File: config.mk
export PLATFORM = sky130hd
export DESIGN_NAME = alu_operand_port
export DESIGN_NICKNAME = d
export VERILOG_FILES = /design/src/rtl/alu_operand_port.sv
export SDC_FILE = /design/constraint.sdc
export NUM_CORES = 1
export LEC_CHECK = 0
export ABC_AREA = 1
export ABC_CLOCK_PERIOD_IN_PS = 3050
export CAP_MARGIN = 40
export CORE_UTILIZATION = 45
export CTS_BUF_LIST = sky130_fd_sc_hd__clkbuf_4 sky130_fd_sc_hd__clkbuf_8 sky130_fd_sc_hd__clkbuf_16
export CTS_CLUSTER_SIZE = 20
export DETAILED_ROUTE_END_ITERATION = 16
export GPL_TIMING_DRIVEN = 0
export MAX_ROUTING_LAYER = met4
export PLACE_DENSITY = 0.84
export SYNTH_ARGS = -nofsm -noshare
export SYNTH_HDL_FRONTEND = slang
export SYNTH_SLANG_ARGS = --single-unit
File: constraint.sdc
create_clock -name clk4 -period 3.05 [get_ports clk4]
set_clock_uncertainty 0.05 [all_clocks]
set_input_delay 0.4575 -clock clk4 [delete_from_list [all_inputs] [get_ports clk4]]
set_output_delay 0.4575 -clock clk4 [all_outputs]
set_load 0.02 [all_outputs]
File: src/rtl/alu_operand_port.sv
// ALU operand register: captures AC or IBUS, tracks operand validity with a consume
// handshake, and shifts the held operand one bit per clock for a programmable count.
module alu_operand_port #(
    parameter int unsigned WIDTH = 16,
    parameter int unsigned CNTW  = 4
) (
    input  logic             clk4,
    input  logic             nreset,
    input  logic [WIDTH-1:0] ac,
    input  logic [WIDTH-1:0] ibus,
    input  logic             sel,
    input  logic             load,
    input  logic             consume,
    input  logic             shift_start,
    input  logic             shift_dir,
    input  logic             shift_arith,
    input  logic [CNTW-1:0]  shift_count,
    output logic [WIDTH-1:0] a,
    output logic             a_valid,
    output logic             busy,
    output logic             done
);

    typedef enum logic {
        StIdle,
        StShift
    } state_e;

    state_e           state_q, state_d;
    logic [WIDTH-1:0] a_q, a_d;
    logic             a_valid_q, a_valid_d;
    logic             busy_q, busy_d;
    logic             done_q, done_d;
    logic [CNTW-1:0]  cnt_q, cnt_d;

    logic [WIDTH-1:0] a_shifted;
    logic             fill_bit;

    // Right shifts fill with the MSB only when arithmetic mode is selected.
    assign fill_bit = shift_arith & a_q[WIDTH-1];

    always_comb begin
        a_shifted = a_q;
        if (shift_dir) begin
            a_shifted = {fill_bit, a_q[WIDTH-1:1]};
        end else begin
            a_shifted = {a_q[WIDTH-2:0], 1'b0};
        end
    end

    always_comb begin
        state_d   = state_q;
        a_d       = a_q;
        a_valid_d = a_valid_q;
        busy_d    = busy_q;
        done_d    = 1'b0;
        cnt_d     = cnt_q;

        unique case (state_q)
            StIdle: begin
                if (load) begin
                    a_d       = sel ? ibus : ac;
                    a_valid_d = 1'b1;
                end else if (shift_start) begin
                    if (shift_count == '0) begin
                        done_d = 1'b1;
                    end else begin
                        cnt_d   = shift_count;
                        busy_d  = 1'b1;
                        state_d = StShift;
                    end
                end else if (consume) begin
                    a_valid_d = 1'b0;
                end
            end
            StShift: begin
                // load, consume and shift_start are deliberately ignored here.
                a_d   = a_shifted;
                cnt_d = cnt_q - 1'b1;
                if (cnt_q == CNTW'(1)) begin
                    busy_d  = 1'b0;
                    done_d  = 1'b1;
                    state_d = StIdle;
                end
            end
            default: begin
                state_d = StIdle;
                busy_d  = 1'b0;
            end
        endcase
    end

    always_ff @(posedge clk4 or negedge nreset) begin
        if (!nreset) begin
            state_q   <= StIdle;
            a_q       <= '0;
            a_valid_q <= 1'b0;
            busy_q    <= 1'b0;
            done_q    <= 1'b0;
            cnt_q     <= '0;
        end else begin
            state_q   <= state_d;
            a_q       <= a_d;
            a_valid_q <= a_valid_d;
            busy_q    <= busy_d;
            done_q    <= done_d;
            cnt_q     <= cnt_d;
        end
    end

    assign a       = a_q;
    assign a_valid = a_valid_q;
    assign busy    = busy_q;
    assign done    = done_q;

endmodule

==> metrics.md <==
| Metric | Value |
|---|---|
| Chip width | about 60 um |
| Reg area | 600.6 um2 |
| Top delay family on crit path | buffers and inverters |
| Share of cells above drive strength 1 | 5.435% |
| Largest family of logic cells by synthesized area | compound AO/OA/AOI/OAI gates |
| Buffers added on ports | 62 |
| Clock latency at the later pin of the worst-skew pair | 330 ps |
| Post-route ant nets | 0 |
| Num rows | 20 |
| Syn_nets | 255 |
| Post-cts sizing count | 0 |
| Die height | 59.09 um |
| Crit path DAT | ~1400 ps |
| Final hold viol count | 0 |
| Max-cap violations | 0 |
| Slowest cell on crit path | clkdlybuf4s50_1 |
| Vias in the first global route | 1,501 |
| Multi-input gate area | 675.6 um2 |
| Unrepaired setup endpoints after global routing | no |
| Fmax | ~530 MHz |
| Most frequent cells in the layout | clkdlybuf4s50_1 (62), nand2_1 (44), o21ai_0 (34) |
| First-pass GRT wire length | 6.651 mm |
| DRC | 0 |
| P_leak | 0.001036 uW |
| Slew Viols, Final | 0 |
| Fillers | around 270 |
| Largest net degree at the start of global routing | 19 |
| Simple-Gate Fraction of Synth Area | roughly a fifth |
| H-Tree Depth | 1 |
| CTS Sinks | 24 |
| DR iter-0 viols | between 50 and 60 |
| Clock network power share | 9.4% |
| CTS root buffer | clkbuf_4 |
| Worst EP required | 2540 ps |
| Post-synthesis mux area share | 0% |
| First-pass iteration count of the detailed router | 4 |
| Post-CTS Hold Buffers | 0 |
| Post-CTS Setup Repair Bufs | 0 |
| Setup crit end kind | output pin |
| Tmin final | 1885 ps |
| Area growth, synth to finish | 50.43% |
| Drt wl/cell | between 10 and 15 um |
| Seq/Total Area, Yosys | 40.96% |
| # setup viols final | 0 |
| Total track usage | 26.03% |
| Clock slew at reported path FFs | around 140 ps |
| IO Count | 63 |
| Type of the tightest min-delay check | primary input to asynchronous set/reset pin |
| Internal power | 1028 uW |
| Gp weighted congestion | 0.8139 |
| Setup TNS | 0 ps |
| Net Sw Frac | 43.87% |
| Cell variety after synth | 15 |
| Num CTS Buffers | 3 |
| Net count, final | 323 |
| Sequential fraction of design power | 32.8% |
| Worst Path Buf+Inv | 1 |
| Adder-Cell Fraction of Synth Area | 1.706% |
| Core Box Area | 3078 um2 |
| Final Cycle Share | 61.80% |
| Status | finished, final reports clean |
| Cells along the critical path | clkdlybuf4s50_1 |
| Initial antenna violation count | 0 |
| Total number of vias | 1,599 |
| Sw power | 803.3 uW |
| Setup crit start kind | flip-flop |
| Die ar. | 3491 um2 |
| Comb power frac | 57.8% |
| Post-synthesis compound-gate area fraction | roughly a quarter |
| Final Routed Wirelength | 3.918 mm |
| Seq cells post-synth | 24 |
| Vias/cell | 4.997 |
| Actual slew at the worst max-slew pin | between 400 and 500 ps |
| Critical path's largest stage delay | 640 ps |
| Commonest non-fill, non-tap cell in the layout | clkdlybuf4s50_1 |
| Average cell area after synthesis | 7.016 um2 |
| Initial Util | approximately 48% |
| Clock buffer depth | 2 |
| Synth Warn # | 0 |
| Slew margin rel. | 71.13% |
| Pwr/cell area | 830.0 nW/um2 |
| Final instance area | approximately 2200 um2 |
| Synth Area in XOR/XNOR | 0% |
| Synthesized area | between 1000 and 1500 um2 |
| Gate Count Post-Synth | between 200 and 250 |
| Crit path kind | flip-flop to output pin |
| Peak supply drop | around 0.4 mV |
| Diode count | 0 |
| Crit path max fanout | 4 |
| Area after DPL | 2170 um2 |
| Final HPWL DP | 3.081 mm |
| Overflow left after global routing | 0 |
| Final Power | 1831 uW |
| CTS tree | yes |
==> power by group through the flow <==
stage | sequential [uW] | combinational, uW | clock, uW
2_1_floorplan | 732 | 477 | 0
3_3_place_gp | 602 | 1030 | 0
3_5_place_dp | 605 | 1060 | 0
4_1_cts | 598 | 1060 | 177
5_1_grt | 623 | 1170 | 188
6_report | 601 | 1060 | 172
==> sequential cells by signal, indices dropped and copies added (netlist names) <==
register,count
a,16
busy,1
done,1
cnt_q,4
a_valid,1
state_q,1
==> synth_stat cells (all sizes together) <==
cell / count / area share [%]
inv: 34 / 8.7
nand2: 44 / 11
o21ai: 35 / 12
ha: 2 / 1.7
dfrtp: 24 / 41
a21oi: 24 / 8.2
o211ai: 9 / 4.6
nand3: 17 / 5.8
nor2: 10 / 2.6
clkbuf: 2 / 0.51
buf: 8 / 3.8
==> through the flow <==
| stage | hold WS (ps) | setup WS [ps] | cells | util, % |
|---|---|---|---|---|
| final | 364.9 | 1165 | 320 | 71.67 |
| after global routing | 387.8 | 1108 | 320 | 71.67 |
| after CTS | 365.7 | 1150 | 320 | 71.67 |
| after detailed placement | 412.2 | 1245 | 316 | 70.49 |
| after global placement | 411.4 | 1220 | 315 | 69.59 |
| after floorplan | 111.9 | 1917 | 209 | - |
==> worst paths after layout <==
check,from,cells past startpoint,endpoint,slack (ps)
worst min register to register,busy,2,busy,440
min in group clk4,busy,2,busy,440
worst max register to register,state_q,6,a[0],1750
max in group asynchronous,nreset,2,cnt_q[0],2150
worst min-delay path,nreset,1,a[9],360
worst max-delay path,a[1],1,a[1],1170
==> per-layer routing <==
layer	track usage, %	routed length, um	share of wire, %	vias up
met4	9.184	53	1.4	0
met3	2.620	145	3.7	5
met5	-	0	0	-
met2	42.69	1981	51	51
met1	33.57	1739	44	728
li1	-	-	-	815
==> logic make-up after synthesis <==
logic type      Yosys count
buf+inv                  44
compound gates           68
flops                    24
simple gates             71
fa+ha+maj                 2
==> area by class of cell <==
cell class	instances	area share, %
Tap cell	44	2.496
Inverter	34	5.786
Timing Repair Buffer	63	29.38
Buffer	10	2.836
Clock buffer	4	1.645
Sequential cell	24	27.23
Multi-Input combinational cell	141	30.63
No activity file was read; power rests on OpenSTA's default activity.
